==> config.mk <==
export PLATFORM = sky130hd
export DESIGN_NAME = sddr_line_adapter
export DESIGN_NICKNAME = d
export VERILOG_FILES = /design/src/rtl/sddr_line_adapter.sv
export SDC_FILE = /design/constraint.sdc
export NUM_CORES = 1
export LEC_CHECK = 0
export CAP_MARGIN = 20
export CORE_ASPECT_RATIO = 1.4
export CORE_MARGIN = 8
export CORE_UTILIZATION = 46
export CTS_CLUSTER_SIZE = 16
export DETAILED_ROUTE_END_ITERATION = 10
export PLACE_DENSITY_LB_ADDON = 0.25
export SLEW_MARGIN = 20
export SYNTH_ARGS = -nofsm -noshare
export SYNTH_HDL_FRONTEND = slang
export SYNTH_SLANG_ARGS = --single-unit
==> constraint.sdc <==
create_clock -name cpu_clock_i -period 2.9 [get_ports cpu_clock_i]
set_input_delay 0.58 -clock cpu_clock_i [delete_from_list [all_inputs] [get_ports cpu_clock_i]]
set_output_delay 0.58 -clock cpu_clock_i [all_outputs]
set_load 0.05 [all_outputs]
==> src/rtl/sddr_line_adapter.sv <==
// rtl/sddr_line_adapter.sv - single-line write-back buffer between the CPU word bus and DDR line commands
// Merges byte-masked CPU writes into one 128-bit line; issues whole-line fill/evict commands downstream.
module sddr_line_adapter #(
    parameter int ADDRESS_BITS = 27,
    parameter int LINE_BITS    = 128
) (
    input  logic                    cpu_clock_i,
    input  logic                    reset_i,
    input  logic                    req_valid_i,
    output logic                    req_ready_o,
    input  logic [ADDRESS_BITS-1:0] req_address_i,
    input  logic                    req_write_i,
    input  logic [31:0]             req_data_i,
    input  logic [3:0]              req_be_i,
    output logic                    rsp_valid_o,
    output logic [31:0]             rsp_data_o,
    input  logic                    flush_i,
    output logic                    flush_done_o,
    output logic                    data_cmd_valid_o,
    input  logic                    data_cmd_ack_i,
    output logic [ADDRESS_BITS-1:0] data_cmd_address_o,
    output logic                    data_cmd_write_o,
    output logic [LINE_BITS-1:0]    data_cmd_data_o,
    input  logic                    data_rsp_ready_i,
    input  logic [LINE_BITS-1:0]    data_rsp_data_i
);
    localparam int TAG_BITS = ADDRESS_BITS - 4;

    typedef enum logic [2:0] {
        S_IDLE, S_SERVE, S_EVICT_CMD, S_FILL_CMD, S_FILL_WAIT, S_FLUSH_CMD
    } state_t;

    state_t                  state_q, state_d;
    logic [LINE_BITS-1:0]    line_q;
    logic [TAG_BITS-1:0]     tag_q;
    logic                    line_valid_q, line_dirty_q;
    logic [ADDRESS_BITS-1:2] req_addr_q;
    logic                    req_write_q;
    logic [31:0]             req_data_q;
    logic [3:0]              req_be_q;
    logic                    flush_done_q;

    logic                    hit;
    logic [TAG_BITS-1:0]     req_tag;
    logic [6:0]              word_lsb;
    logic [31:0]             cur_word, merged_word;
    logic                    unused_addr_lsbs;

    assign unused_addr_lsbs = ^req_address_i[1:0];
    assign hit      = line_valid_q && (tag_q == req_address_i[ADDRESS_BITS-1:4]);
    assign req_tag  = req_addr_q[ADDRESS_BITS-1:4];
    assign word_lsb = {req_addr_q[3:2], 5'b0};
    assign cur_word = line_q[word_lsb +: 32];
    assign flush_done_o = flush_done_q;

    always_comb begin
        merged_word = cur_word;
        for (int b = 0; b < 4; b++) begin
            if (req_be_q[b]) merged_word[8*b +: 8] = req_data_q[8*b +: 8];
        end
    end

    // Command outputs decode the registered state, so valid never follows ack combinationally.
    always_comb begin
        state_d            = state_q;
        req_ready_o        = 1'b0;
        rsp_valid_o        = 1'b0;
        rsp_data_o         = 32'h0;
        data_cmd_valid_o   = 1'b0;
        data_cmd_write_o   = 1'b0;
        data_cmd_address_o = '0;
        data_cmd_data_o    = '0;
        case (state_q)
            S_IDLE: begin
                req_ready_o = !flush_i;
                if (flush_i) begin
                    if (line_valid_q && line_dirty_q) state_d = S_FLUSH_CMD;
                end else if (req_valid_i) begin
                    if (hit)                                state_d = S_SERVE;
                    else if (line_valid_q && line_dirty_q)  state_d = S_EVICT_CMD;
                    else                                    state_d = S_FILL_CMD;
                end
            end
            S_SERVE: begin
                rsp_valid_o = 1'b1;
                rsp_data_o  = req_write_q ? 32'h0 : cur_word;
                state_d     = S_IDLE;
            end
            S_EVICT_CMD, S_FLUSH_CMD: begin
                data_cmd_valid_o   = 1'b1;
                data_cmd_write_o   = 1'b1;
                data_cmd_address_o = {tag_q, 4'h0};
                data_cmd_data_o    = line_q;
                if (data_cmd_ack_i) state_d = (state_q == S_EVICT_CMD) ? S_FILL_CMD : S_IDLE;
            end
            S_FILL_CMD: begin
                data_cmd_valid_o   = 1'b1;
                data_cmd_address_o = {req_tag, 4'h0};
                if (data_cmd_ack_i) state_d = S_FILL_WAIT;
            end
            S_FILL_WAIT: begin
                if (data_rsp_ready_i) state_d = S_SERVE;
            end
            default: state_d = S_IDLE;
        endcase
    end

    always_ff @(posedge cpu_clock_i) begin
        if (reset_i) begin
            state_q      <= S_IDLE;
            line_q       <= '0;
            tag_q        <= '0;
            line_valid_q <= 1'b0;
            line_dirty_q <= 1'b0;
            req_addr_q   <= '0;
            req_write_q  <= 1'b0;
            req_data_q   <= '0;
            req_be_q     <= '0;
            flush_done_q <= 1'b0;
        end else begin
            state_q      <= state_d;
            flush_done_q <= 1'b0;
            case (state_q)
                S_IDLE: begin
                    if (flush_i) begin
                        flush_done_q <= !(line_valid_q && line_dirty_q);
                    end else if (req_valid_i) begin
                        req_addr_q  <= req_address_i[ADDRESS_BITS-1:2];
                        req_write_q <= req_write_i;
                        req_data_q  <= req_data_i;
                        req_be_q    <= req_be_i;
                    end
                end
                S_SERVE: begin
                    if (req_write_q) begin
                        line_q[word_lsb +: 32] <= merged_word;
                        line_dirty_q           <= 1'b1;
                    end
                end
                S_EVICT_CMD: begin
                    if (data_cmd_ack_i) line_dirty_q <= 1'b0;
                end
                S_FLUSH_CMD: begin
                    if (data_cmd_ack_i) begin
                        line_dirty_q <= 1'b0;
                        flush_done_q <= 1'b1;
                    end
                end
                S_FILL_WAIT: begin
                    if (data_rsp_ready_i) begin
                        line_q       <= data_rsp_data_i;
                        tag_q        <= req_tag;
                        line_valid_q <= 1'b1;
                        line_dirty_q <= 1'b0;
                    end
                end
                default: ;
            endcase
        end
    end
endmodule

After elaboration in Yosys (flattened, before gate mapping)
Index checks and enable logic that the tools add are counted.
- output and inout port bits: 192
- register bits after elaboration: 219
- logic and storage cells: 74
- mux-type cells: 33
- shift-type cells: 3
- add/sub/neg operators: 1
- bitwise logic cells: 1
- eq/ne operators: 12
- reductions and logical operators: 14
- operators by type and width (operator ; number):
    128-bit two-way mux ; 3
    128-bit one-hot mux with 2 select lines ; 1
    128-bit bitwise mux ; 1
    32-bit by 9-bit variable shift with 128-bit output, first input constant ; 1
    128-bit by 8-bit indexed part select with 32-bit output ; 1
    32-bit by 9-bit indexed part select with 128-bit output ; 1
    32-bit two-way mux ; 2
    27-bit one-hot mux with 2 select lines ; 1
    8-bit two-way mux ; 4
    23-bit equality test ; 1
    3-bit two-way mux ; 6
    3-bit one-hot mux with 4 select lines ; 1
    1-bit two-way mux ; 10
    7-bit negator with 9-bit output ; 1
    3-bit by 2-bit equality test with 1-bit output, second input constant ; 2
    3-bit equality test, second input constant ; 2
    2-bit != test, second input constant ; 3
    3-bit != test, second input constant ; 2
    3-bit AND reduction ; 2
    5-bit AND reduction ; 1
    2-bit two-way mux ; 2
    4-bit AND reduction ; 1
    3-bit by 1-bit equality test with 1-bit output, second input constant ; 1
    3-bit zero test ; 1
    other kinds (11) ; 13

Depth between registers and ports, before layout
Gate-level depths: netlist (run 1).
- depth in word-level cells: 6
- depth in mapped cells: 11
- depth with buffers taken out: 7

Worst setup path after synthesis (run 1)
No wires, ideal clock.
- kind: flip-flop to output port
- start: reg state_q[1]
- end: out data_cmd_data_o[118]
- arrival: 1.976 ns
- required time: 2.320 ns
- path buffers: 2
- stages on the path, launching flop included: 6
- path slack: 0.344 ns
- cells stage by stage: dfxtp_1 > buf_2 > nand2b_1 > o21ai_2 > clkbuf_1 > and2_1
- longest elaborated chain between the ends: 3
- elaborated cells on any way between the ends: 4
- classes of those cells: eq/ne (2); mux (1); reduce/logical (1)
- RTL lines (what ; line ; text):
    from (decl) ; 33 ; state_t state_q, state_d;
    from (signal assigned) ; 121 ; state_q <= state_d;
    3-bit by 2-bit equality test with 1-bit output / 3-bit equality test (equally long branches) ; 73 ; case (state_q)
    2-bit OR reduction (no source line) (*) ; - ;
    128-bit two-way mux (*) ; 73 ;
    to (decl) ; 23 ; output logic [LINE_BITS-1:0] data_cmd_data_o,
Mark *: on every way between the ends. The rest lies on a longest branch, timed or not.

Worst setup path in the final report (run 1)
- start: reg req_addr_q[3] (netlist name)
- end: out rsp_data_o[25]
- longest elaborated chain between the ends: 3
- RTL lines (what ; line ; text):
    from (decl) ; 37 ; logic [ADDRESS_BITS-1:2] req_addr_q;
    from (signal assigned) ; 128 ; req_addr_q <= req_address_i[ADDRESS_BITS-1:2];
    128-bit by 8-bit indexed part select with 32-bit output ; 53 ; assign cur_word = line_q[word_lsb +: 32];
    32-bit two-way mux ; 86 ; rsp_data_o = req_write_q ? 32'h0 : cur_word;
    32-bit two-way mux ; 73 ;
    to (decl) ; 16 ; output logic [31:0] rsp_data_o,
No other way between the ends.

==> out/summary.txt, run 1 <==
OUTCOME
-----------------------------------------------------------------------------------
Status                                                                 complete, no violations

ROUTE
-----------------------------------------------------------------------------------
Wire length per cell after detailed routing                                 23.0 um
DRT Pass-1 Iters                                                                  5
Post-detailed-routing wire length                                           48.7 mm
Number of DRC violations after detailed-routing iteration 0                    1073
Vias per inst                                                                  5.90
Vias after detailed routing                                                   12484
Remaining routing DRC violations                                                  0
Antenna-violating nets left                                                       0

TIMING
-----------------------------------------------------------------------------------
Maximum operating frequency                                                 352 MHz
Setup tns final                                                                0 ns
Worst-margin pin slew                                                      0.935 ns
Final-report setup violation count                                                0
Final min period                                                            2.84 ns
Headroom to the max-slew limit                                                0.376
Unrepaired setup endpoints after global routing                                  no
Post-route clock skew                                                     0.0111 ns
Final-report hold violation count                                                 0
Fin. max-slew vios                                                                0
Tcrit/Tclk final                                                              0.979
Final worst-path setup slack                                              0.0603 ns

PLACEMENT
-----------------------------------------------------------------------------------
Placed wire-length estimate                                                 33.2 mm
Dpl cells                                                                      2063
Port Buffers                                                                    383
Post-place setup slack                                                     0.195 ns
Cell Area, Placed                                                        17300 um^2
Global placement routability congestion                                       0.905

FINAL LAYOUT
-----------------------------------------------------------------------------------
Share of cells above drive strength 1                                         0.188
P&R area growth vs syn                                                        58.5%
Cell area after layout                                                   18200 um^2
Count of placed standard cells in the final layout, fillers left out           2117
Net count, final                                                               1982

YOSYS
-----------------------------------------------------------------------------------
Area fraction of the dominant cell type after synthesis                       0.381
Adder-cell share of the synthesized area                                    0.00435
Simple-gate share of the synthesized area                                     0.211
Cell count after synthesis                                                     1470
Synth Area in XOR/XNOR                                                       0.0175
Ranking of synthesized cells by area                                   sky130_fd_sc_hd__dfxtp_1, sky130_fd_sc_hd__a21oi_1, sky130_fd_sc_hd__and2_1
Average size of a mapped cell                                             7.82 um^2
Cell types with the highest counts after synthesis                     sky130_fd_sc_hd__a21oi_1, sky130_fd_sc_hd__dfxtp_1, sky130_fd_sc_hd__nand2_1
Most used standard cell by instance count after synthesis              sky130_fd_sc_hd__a21oi_1
Synthesis warning total                                                           0
Register area share after synthesis                                           0.381
Synth Cell Area                                                          11500 um^2
Async set or reset register ratio after synthesis                                 0
Yosys top cell by area                                                 sky130_fd_sc_hd__dfxtp_1
Compound-cell area share of the yosys netlist                                 0.229
Flop and latch count out of synthesis                                           219
Number of enable flip-flop cells after synthesis                                  0
Largest family of logic cells by synthesized area                      compound AO/OA/AOI/OAI gates
Share of synthesized area spent on multiplexers                              0.0985
Synth Flop Type                                                        sky130_fd_sc_hd__dfxtp_1
Unique cell type count in the Yosys netlist                                      46

WORST SETUP PATH
-----------------------------------------------------------------------------------
Critical Path Source Type                                                 flip-flop
Arrival time at the worst endpoint                                          2.26 ns
R2r worst-path depth                                                              7
R2R Path End                                                             line_q[77]
Largest fanout on the critical path                                              35
Worst setup path category                                                   reg2out
Required time of the critical path                                          2.32 ns
Register-to-Register Setup Slack                                            0.24 ns
Endpoint type of the worst setup path                                  primary output
Startpoint of the most critical register-to-register path              req_addr_q[3]

CLOCKING
-----------------------------------------------------------------------------------
Clk sink count                                                                  219
Buffer levels on the longest clock path                                           3
Count of H-tree levels built during CTS                                           1
Cell at the root of the clock tree                                     sky130_fd_sc_hd__clkbuf_16
CTS tree                                                                      built
Clock latency on the worst-skew pair                                        0.53 ns
Total clock buffers created by CTS                                               24
Clock slew at reported path FFs                                             0.06 ns

GRT
-----------------------------------------------------------------------------------
Antenna violations before repair                                                 10
Largest net degree at the start of global routing                                91
Overflow left after global routing                                                0
Via count of the first global-routing pass                                    12486
First-pass GRT wire length                                                  72.9 mm
Total Routing Usage GR                                                        0.305

MIN PATH
-----------------------------------------------------------------------------------
Startpoint of the lowest-slack hold path                               req_data_q[15]
Hold endpoint                                                          req_data_q[15]
Class of the worst hold path                                                reg2reg
Worst hold path depth                                                             2

FLOORPLANNING
-----------------------------------------------------------------------------------
Effective utilization at floorplan                                            0.468
Boundary Pins                                                                   390
Chip Width                                                                   150 um
DIE AREA                                                                 30400 um^2
Area of the core                                                         24600 um^2
Number of placement rows                                                         68
Die height                                                                   203 um

POWER
-----------------------------------------------------------------------------------
LEAKAGE                                                                     6.53 nW
VDD IR-drop max                                                          0.000488 V
Total power divided by cell area                                        434 nW/um^2

RUN
-----------------------------------------------------------------------------------
Max-capacitance violation count                                                   0

-- worst max-delay path: stages, from the launching register on --
cell and delay, ns:
sky130_fd_sc_hd__dfxtp_2 0.33, sky130_fd_sc_hd__buf_4 0.55, sky130_fd_sc_hd__mux4_2 0.46, sky130_fd_sc_hd__and2_1 0.23
sky130_fd_sc_hd__buf_12 0.16
-- metal layers --
metal,global-route usage,part of all wire,vias up,wire [um]
met3,0.0749,0.10,192,5070
met2,0.503,0.49,761,23700
met4,0.205,0.065,0,3170
met1,0.340,0.34,5875,16700
li1,-,-,5656,-
met5,0,0,-,0
-- what timing repair did --
item	in CTS	in global routing
resized for setup	4	2
buffers inserted	0	4
gates cloned	0	2
pin swaps	0	1
hold buffers	0	0
endpoints found under the setup margin	182	10
-- cell families (layout without fill, tap and decap cells) --
family                     after synthesis  count (layout)
AOI/OAI and AO/OA                      505             505
xor gates and xnor gates                23              23
adders and majority gates                4               4
buffers and inverters                  144             463
DFF                                    219             219
muxes                                   66              66
other                                    1              14
and+or+nand+nor                        508             508
-- worst max path at each step --
stage / start / end / slack (ns)
2_1_floorplan: state_q[1] / data_cmd_data_o[118] / 0.34
3_3_place_gp: req_address_i[5] / state_q[0] / 0.31
3_5_place_dp: req_address_i[5] / state_q[0] / 0.20
4_1_cts: req_addr_q[2] / rsp_data_o[25] / 0.02
5_1_grt: state_q[2] / data_cmd_data_o[97] / 0.009
6_report: req_addr_q[3] / rsp_data_o[25] / 0.06
-- cell type report --
class	count	area, um^2
clock buffers	35	743
clock inverters	3	43.8
well taps	315	394
multi-input cells	1110	6500
diodes	10	25.0
inverters	4	16.3
repair buffers	421	6120
fillers	1830	6360
flip-flops and latches	219	4390
-- placed cells by master (no fill, tap or decap), types with 16 or more instances in the layout --
cell,synthesis,final
sky130_fd_sc_hd__xor2_1,16,16
sky130_fd_sc_hd__mux2i_2,19,19
sky130_fd_sc_hd__clkbuf_16,0,27
sky130_fd_sc_hd__and2_1,162,161
sky130_fd_sc_hd__buf_4,9,28
sky130_fd_sc_hd__a21oi_1,343,343
sky130_fd_sc_hd__clkdlybuf4s50_1,0,195
sky130_fd_sc_hd__o21ai_0,116,116
sky130_fd_sc_hd__a22o_1,23,23
sky130_fd_sc_hd__dfxtp_1,219,214
sky130_fd_sc_hd__nor2_1,135,135
sky130_fd_sc_hd__mux4_2,32,32
sky130_fd_sc_hd__nand2_1,177,176
sky130_fd_sc_hd__buf_12,0,194
-- per-stage QoR --
stage / util / hold WS, ns / total power [mW]
after CTS: 0.737 / 0.458 / 7.85
final: 0.741 / 0.458 / 7.91
after detailed placement: 0.705 / 0.450 / 4.79
after global routing: 0.741 / 0.476 / 8.17
after global placement: 0.705 / 0.444 / 4.76
after floorplan: - / 0.436 / 4.06
-- sequential cells by signal (all words and copies together), names as in the netlist --
| name | count |
|---|---|
| line_q | 128 |
| line_valid_q | 1 |
| req_data_q | 32 |
| tag_q | 23 |
| req_write_q | 1 |
| flush_done_o | 1 |
| line_dirty_q | 1 |
| state_q | 3 |
| req_be_q | 4 |
| req_addr_q | 25 |
-- report_power, final --
group | internal, mW | switching (mW) | total, mW
Combinational | 0.668 | 0.894 | 1.56
Clock | 1.84 | 1.25 | 3.09
Sequential | 3.13 | 0.131 | 3.26
Total | 5.64 | 2.27 | 7.91
Power figures use the tool's default switching activity.
==> run 2: changes to the inputs <==
--- a/config.mk
+++ b/config.mk
@@ -5,12 +5,12 @@
 export SDC_FILE = /design/constraint.sdc
 export NUM_CORES = 1
 export LEC_CHECK = 0
-export CAP_MARGIN = 20
 export CORE_ASPECT_RATIO = 1.4
 export CORE_MARGIN = 8
 export CORE_UTILIZATION = 46
 export CTS_CLUSTER_SIZE = 16
 export DETAILED_ROUTE_END_ITERATION = 10
+export GPL_ROUTABILITY_DRIVEN = 0
 export PLACE_DENSITY_LB_ADDON = 0.25
 export SLEW_MARGIN = 20
 export SYNTH_ARGS = -nofsm -noshare
==> run 2 against run 1 <==
Combinational power is 3% lower. Cell count about the same. Design area up 0.51%. Flip-flop and latch count is the same. Clock-buffer cell count fell by 9. Maximum frequency grew 0.36%. Clock skew about the same. Largest cell class unchanged.
==> out/summary.txt, run 2 (synthesis results as in run 1) <==
WORST SETUP PATH
-----------------------------------------------------------------------------------
Largest fanout on the critical path                                              66   +89%
Critical Path Source Type                                                 flip-flop
Startpoint of the most critical register-to-register path              req_addr_q[3]
Arrival time at the worst endpoint                                          2.25 ns   about the same
Slowest stage delay, CP                                                     0.40 ns   -0.15 ns
Required time of the critical path                                          2.32 ns   about the same
Dominant cell type by count on the critical path                       sky130_fd_sc_hd__buf_12
Register-to-Register Setup Slack                                            0.39 ns   +0.15 ns
R2r worst-path depth                                                              8   +1
Cell chain of the critical path                                        and2b_4, nand2_1, o21ai_4, buf_12, and2_1, buf_12
R2R Path End                                                            line_q[117]
Endpoint type of the worst setup path                                  primary output
Worst setup path category                                                   reg2out
Master of the slowest instance on the critical path                    sky130_fd_sc_hd__dfxtp_2

ROUTE
-----------------------------------------------------------------------------------
Post-detailed-routing wire length                                           48.8 mm   +0.25%
Antenna-violating nets left                                                       0   unchanged
Vias per inst                                                                  5.95   +0.85%
Wire length per cell after detailed routing                                 23.0 um   +0.16%
Remaining routing DRC violations                                                  0   unchanged
Vias after detailed routing                                                   12602   +0.95%
DRT Pass-1 Iters                                                                  5   unchanged
Number of DRC violations after detailed-routing iteration 0                    1067   -0.56%

POWER
-----------------------------------------------------------------------------------
LEAKAGE                                                                     6.55 nW   +0.35%
Total power divided by cell area                                        464 nW/um^2   +6.9%
Final Total Pwr                                                             8.50 mW   +7.4%
VDD IR-drop max                                                          0.000512 V   +4.9%

FINAL LAYOUT
-----------------------------------------------------------------------------------
Area occupied by multi-input gates                                        6500 um^2   about the same
Flip-flop count of the largest register, all copies and words added             128   unchanged
Most frequent cells in the layout                                      sky130_fd_sc_hd__a21oi_1, sky130_fd_sc_hd__dfxtp_1, sky130_fd_sc_hd__clkdlybuf4s50_1, sky130_fd_sc_hd__buf_12, sky130_fd_sc_hd__nand2_1
Count of placed standard cells in the final layout, fillers left out           2119   +0.094%
Register area                                                             4390 um^2   about the same
Cell area after layout                                                   18300 um^2   +0.51%
Most common cell after layout, fill and taps aside                     sky130_fd_sc_hd__a21oi_1
Most flop-heavy register                                                     line_q
Number of fill cells in the layout                                             1757   -4.0%
Regs by FF count                                                       line_q: 128 flops, req_data_q: 32 flops, req_addr_q: 25 flops
Share of cells above drive strength 1                                         0.188   +0.000768
Net count, final                                                               1975   -0.35%
Core occupancy in the finished layout                                         0.745   +0.00377
P&R area growth vs syn                                                        59.3%

TIMING
-----------------------------------------------------------------------------------
Headroom to the max-slew limit                                                0.408   +0.0319
Final hold slack                                                           0.433 ns   -0.0255 ns
Final-report hold violation count                                                 0   unchanged
Maximum operating frequency                                                 353 MHz   +0.36%
Tcrit/Tclk final                                                              0.976   -0.00351
Final min period                                                            2.83 ns   -0.0102 ns
Final-report setup violation count                                                0   unchanged
Setup tns final                                                                0 ns   unchanged
Post-route clock skew                                                     0.0111 ns   +0.0000127 ns
Worst-margin pin slew                                                      0.888 ns   -0.0479 ns
Final worst-path setup slack                                              0.0705 ns   +0.0102 ns
Fin. max-slew vios                                                                0   unchanged

FLOORPLANNING
-----------------------------------------------------------------------------------
Die height                                                                   203 um   unchanged
Boundary Pins                                                                   390   unchanged
Effective utilization at floorplan                                            0.468   unchanged
DIE AREA                                                                 30400 um^2   unchanged
Area of the core                                                         24600 um^2   unchanged
Chip Width                                                                   150 um   unchanged
Number of placement rows                                                         68   unchanged

GRT
-----------------------------------------------------------------------------------
Overflow left after global routing                                                0   unchanged
Total Routing Usage GR                                                        0.309   +0.00392
Met1 Resource Use GR                                                          0.347   +0.00738
Via count of the first global-routing pass                                    12535   +0.39%
Most crowded layer after global routing                                        met2
Antenna violations before repair                                                 15   +5
Global Route met3 Usage                                                      0.0775   +0.00267
Global Route met2 Usage                                                       0.509   +0.00581
Largest net degree at the start of global routing                                87   -4.4%
First-pass GRT wire length                                                  73.8 mm   +1.3%

CLOCKING
-----------------------------------------------------------------------------------
Cell at the root of the clock tree                                     sky130_fd_sc_hd__clkbuf_16
Clk sink count                                                                  219   unchanged
CTS tree                                                                      built
Clock latency on the worst-skew pair                                        0.52 ns   about the same
Clock slew at reported path FFs                                             0.06 ns   about the same
Count of H-tree levels built during CTS                                           1   unchanged
Buffer levels on the longest clock path                                           3   unchanged
Total of hold buffers inserted after clock tree synthesis                         0   unchanged
Total clock buffers created by CTS                                               23   -4.2%

PLACEMENT
-----------------------------------------------------------------------------------
Cell Area, Placed                                                        17300 um^2   unchanged
Placed wire-length estimate                                                 33.5 mm   +0.79%
Port Buffers                                                                    383   unchanged
Post-place setup slack                                                     0.280 ns   +0.0843 ns
Dpl cells                                                                      2063   unchanged

MIN PATH
-----------------------------------------------------------------------------------
Class of the worst hold path                                                 in2reg
Hold endpoint                                                             tag_q[16]
Startpoint of the lowest-slack hold path                                    reset_i
Worst hold path depth                                                             2   unchanged

OUTCOME
-----------------------------------------------------------------------------------
Status                                                                 complete, no violations

RUN
-----------------------------------------------------------------------------------
Max-capacitance violation count                                                   0   unchanged

run 2: changes by cell type in the layout (fill, tap and decap cells not counted), moves of 3 or more:
cell                        previous run  this run
sky130_fd_sc_hd__buf_4                28        25
sky130_fd_sc_hd__bufinv_16             1        10
sky130_fd_sc_hd__clkbuf_16            27        23
sky130_fd_sc_hd__clkbuf_8              8         2
sky130_fd_sc_hd__diode_2              10        14
run 2: power by group:
part / switching, mW / leakage (nW) / internal (mW) / total, mW
clock: 1.33 / 0.457 / 2.40 / 3.73
sequential: 0.132 / 1.77 / 3.13 / 3.26
combinational: 0.874 / 4.32 / 0.634 / 1.51
run 2: repair_timing:
item / CTS / global route
setup endpoints to repair: 161 / 2
buffers inserted: 0 / 0
gates resized for setup: 4 / 2
gates cloned: 0 / 0
run 2: final cells by class:
class,count,share of cell area
multi-input cells,1110,0.355
repair buffers,415,0.329
flip-flops and latches,219,0.240
clock buffers,26,0.0331
well taps,315,0.0215
clock inverters,16,0.0189
diodes,14,0.00191
inverters,4,0.000888
run 2: worst max-delay path by stage:
stage | startpoint | depth (start not counted) | slack (ns) | endpoint
final | state_q[1] | 6 | 0.07 | data_cmd_data_o[120]
after global routing | state_q[1] | 6 | -0.01 | data_cmd_data_o[120]
after CTS | state_q[1] | 6 | 0.05 | data_cmd_data_o[24]
after detailed placement | req_address_i[5] | 6 | 0.28 | state_q[0]
after global placement | req_address_i[5] | 6 | 0.31 | state_q[0]
after floorplan | state_q[1] | 5 | 0.34 | data_cmd_data_o[118]
run 2: critical path: cells and delay by family, from the launching register on:
kind	cells	cell delay, ns
simple gates	3	0.70
flops	1	0.40
buf+inv	2	0.46
compound gates	1	0.13
run 2: layer usage:
layer,vias to the layer above,wire (um),part of all wire
met5,-,9,0.00018
met2,824,23700,0.49
met3,182,5550,0.11
met1,5936,16500,0.34
li1,5658,-,-
met4,2,3070,0.063
==> run 3: changes to the inputs <==
--- a/config.mk
+++ b/config.mk
@@ -7,7 +7,7 @@
 export LEC_CHECK = 0
 export CORE_ASPECT_RATIO = 1.4
 export CORE_MARGIN = 8
-export CORE_UTILIZATION = 46
+export CORE_UTILIZATION = 50
 export CTS_CLUSTER_SIZE = 16
 export DETAILED_ROUTE_END_ITERATION = 10
 export GPL_ROUTABILITY_DRIVEN = 0
==> constraint.sdc (replaced) <==
create_clock -name cpu_clock_i -period 3.6 [get_ports cpu_clock_i]
set_input_delay 0.72 -clock cpu_clock_i [delete_from_list [all_inputs] [get_ports cpu_clock_i]]
set_output_delay 0.72 -clock cpu_clock_i [all_outputs]
set_load 0.05 [all_outputs]
==> run 3 against run 2 <==
Clock skew is 0.00080 ns higher. Via count decreased by 2.6%. Clock-buffer cell count increased by 6. Clock power shrank 37%. Global-route usage up 0.18 points. Wire length decreased by 6.1%. Worst setup slack improved by 0.0026 ns. Critical endpoint is now rsp_data_o[21]. Largest cell class unchanged.
==> out/summary.txt, run 3 (synthesis results as in run 1) <==
OUTCOME
----------------------------------------------------------------------------------
Status                                                                complete, no violations

TIMING
----------------------------------------------------------------------------------
Worst-margin pin slew                                                      1.05 ns   +0.159 ns
Maximum operating frequency                                                284 MHz
Tcrit/Tclk final                                                             0.980
Unrepaired setup endpoints after global routing                                 no
Final-report setup violation count                                               0   unchanged
Setup tns final                                                               0 ns   unchanged
Final min period                                                           3.53 ns
Final hold slack                                                          0.457 ns   +0.0244 ns
Headroom to the max-slew limit                                               0.302   -0.106
Final-report hold violation count                                                0   unchanged
Fin. max-slew vios                                                               0   unchanged
Post-route clock skew                                                    0.0119 ns   +0.000796 ns

FINAL LAYOUT
----------------------------------------------------------------------------------
Cell area after layout                                                  16200 um^2   -11%
P&R area growth vs syn                                                       41.3%
Share of cells above drive strength 1                                        0.125   -0.0633
Core occupancy in the finished layout                                        0.719   -0.0266
Regs by FF count                                                      line_q: 128 flops, req_data_q: 32 flops, req_addr_q: 25 flops
Flip-flop count of the largest register, all copies and words added            128   unchanged
Net count, final                                                              1972   -0.15%
Most frequent cells in the layout                                     sky130_fd_sc_hd__a21oi_1, sky130_fd_sc_hd__dfxtp_1, sky130_fd_sc_hd__clkdlybuf4s50_1, sky130_fd_sc_hd__nand2_1, sky130_fd_sc_hd__and2_1
Most flop-heavy register                                                    line_q
Most common cell after layout, fill and taps aside                    sky130_fd_sc_hd__a21oi_1

CLOCKING
----------------------------------------------------------------------------------
Clock slew at reported path FFs                                            0.06 ns   about the same
Number of buffers inserted to repair setup after CTS                             0   unchanged
Count of H-tree levels built during CTS                                          1   unchanged
CTS tree                                                                     built
Total clock buffers created by CTS                                              23   unchanged
Buffer levels on the longest clock path                                          3   unchanged
Clk sink count                                                                 219   unchanged
Cell at the root of the clock tree                                    sky130_fd_sc_hd__clkbuf_16
Total of hold buffers inserted after clock tree synthesis                        0   unchanged
Clock latency on the worst-skew pair                                       0.50 ns   -0.02 ns

FLOORPLANNING
----------------------------------------------------------------------------------
Die height                                                                  195 um   -3.8%
Number of placement rows                                                        65   -4.4%
Effective utilization at floorplan                                           0.509   +0.0409
DIE AREA                                                                28200 um^2   -7.3%
Chip Width                                                                  144 um   -3.6%
Area of the core                                                        22600 um^2   -8.1%
Boundary Pins                                                                  390   unchanged

WORST SETUP PATH
----------------------------------------------------------------------------------
R2R Path End                                                           line_q[103]
R2r worst-path depth                                                             8   unchanged
Slowest stage delay, CP                                                    0.80 ns   +0.40 ns
Startpoint of the most critical register-to-register path             req_addr_q[3]
Critical Path Source Type                                                flip-flop
Master of the slowest instance on the critical path                   sky130_fd_sc_hd__clkdlybuf4s50_1
Register-to-Register Setup Slack                                           0.82 ns   +0.43 ns
Worst setup path category                                                  reg2out
Arrival time at the worst endpoint                                         2.81 ns   +0.56 ns
Endpoint type of the worst setup path                                 primary output
Largest fanout on the critical path                                             28   -58%
Cell chain of the critical path                                       inv_2, nor4_2, buf_4, and2_1, clkdlybuf4s50_1
Required time of the critical path                                         2.88 ns   +0.56 ns

MIN PATH
----------------------------------------------------------------------------------
Class of the worst hold path                                               reg2reg
Hold endpoint                                                         req_data_q[13]
Worst hold path depth                                                            2   unchanged
Startpoint of the lowest-slack hold path                              req_data_q[13]

ROUTE
----------------------------------------------------------------------------------
Vias after detailed routing                                                  12279   -2.6%
Vias per inst                                                                 5.86   -1.4%
Number of DRC violations after detailed-routing iteration 0                    993   -6.9%
Post-detailed-routing wire length                                          45.9 mm   -6.1%
Antenna-violating nets left                                                      0   unchanged
Remaining routing DRC violations                                                 0   unchanged
DRT Pass-1 Iters                                                                 5   unchanged
Wire length per cell after detailed routing                                21.9 um   -5.0%

PLACEMENT
----------------------------------------------------------------------------------
Port Buffers                                                                   383   unchanged
Cell Area, Placed                                                       15500 um^2   -10%
Placed wire-length estimate                                                31.7 mm   -5.3%

POWER
----------------------------------------------------------------------------------
Total power divided by cell area                                       376 nW/um^2   -19%
LEAKAGE                                                                    6.52 nW   -0.40%
VDD IR-drop max                                                         0.000372 V   -27%

GRT
----------------------------------------------------------------------------------
Via count of the first global-routing pass                                   12030   -4.0%
Antenna violations before repair                                                13   -2
Total Routing Usage GR                                                       0.311   +0.00183
First-pass GRT wire length                                                 69.1 mm   -6.3%
Overflow left after global routing                                               0   unchanged
Largest net degree at the start of global routing                               91   +4.6%

RUN
----------------------------------------------------------------------------------
Max-capacitance violation count                                                  0   unchanged

run 3: cell types whose count changed in the layout (fill, tap and decap cells not counted), moves of 4 or more:
cell / before / now
sky130_fd_sc_hd__clkdlybuf4s50_1: 195 / 202
sky130_fd_sc_hd__buf_4: 25 / 84
sky130_fd_sc_hd__dlygate4sd2_1: 1 / 72
sky130_fd_sc_hd__dlymetal6s2s_1: 0 / 20
sky130_fd_sc_hd__bufinv_16: 10 / 1
sky130_fd_sc_hd__buf_12: 194 / 34
sky130_fd_sc_hd__diode_2: 14 / 9
sky130_fd_sc_hd__clkbuf_8: 2 / 6
run 3: cell type report:
class / instances / area [um^2]
inverters: 4 / 16.3
repair buffers: 412 / 4210
clock buffers: 32 / 669
clock inverters: 7 / 65.1
well taps: 301 / 377
multi-input cells: 1110 / 6490
diodes: 9 / 22.5
fillers: 1846 / 6360
flip-flops and latches: 219 / 4390
run 3: stage by stage:
stage / total power [mW] / setup slack [ns] / cells
3_5_place_dp: 3.81 / 0.440 / 2046
5_1_grt: 6.32 / 0.00467 / 2094
2_1_floorplan: 3.27 / 0.904 / 1473
3_3_place_gp: 3.79 / 0.512 / 2046
4_1_cts: 6.12 / 0.000729 / 2085
6_report: 6.12 / 0.0731 / 2094
run 3: repair_timing:
action                                  CTS  global route
endpoints found under the setup margin   72            20
gates resized for setup                  72            21
pin swaps                                 0             0
run 3: how the worst max path moves through the flow:
stage | from | endpoint | slack, ns | cells after the start
2_1_floorplan | state_q[1] | data_cmd_data_o[118] | 0.90 | 5
3_3_place_gp | state_q[1] | data_cmd_data_o[92] | 0.51 | 5
3_5_place_dp | state_q[1] | data_cmd_data_o[91] | 0.44 | 5
4_1_cts | state_q[1] | data_cmd_data_o[5] | 0.0007 | 5
5_1_grt | state_q[0] | rsp_data_o[21] | 0.005 | 5
6_report | state_q[0] | rsp_data_o[21] | 0.07 | 5
run 3: layer usage:
layer	global-route usage	vias up	routed length, um
met4	0.188	8	2850
met2	0.522	689	22300
li1	-	5648	-
met1	0.346	5773	16200
met3	0.0776	161	4510
met5	0	-	46
run 3: report_power, final:
| part | internal (mW) | leakage (nW) | switching (mW) |
|---|---|---|---|
| sequential | 2.52 | 1.77 | 0.101 |
| combinational | 0.468 | 4.39 | 0.685 |
| clock | 1.36 | 0.360 | 0.982 |
| total | 4.35 | 6.52 | 1.77 |
run 3: worst max-delay path: cells and delay by family, from the launching register on:
family | cells | cell delay (ns)
buf+inv | 3 | 1.34
flops | 1 | 0.55
simple gates | 2 | 0.38
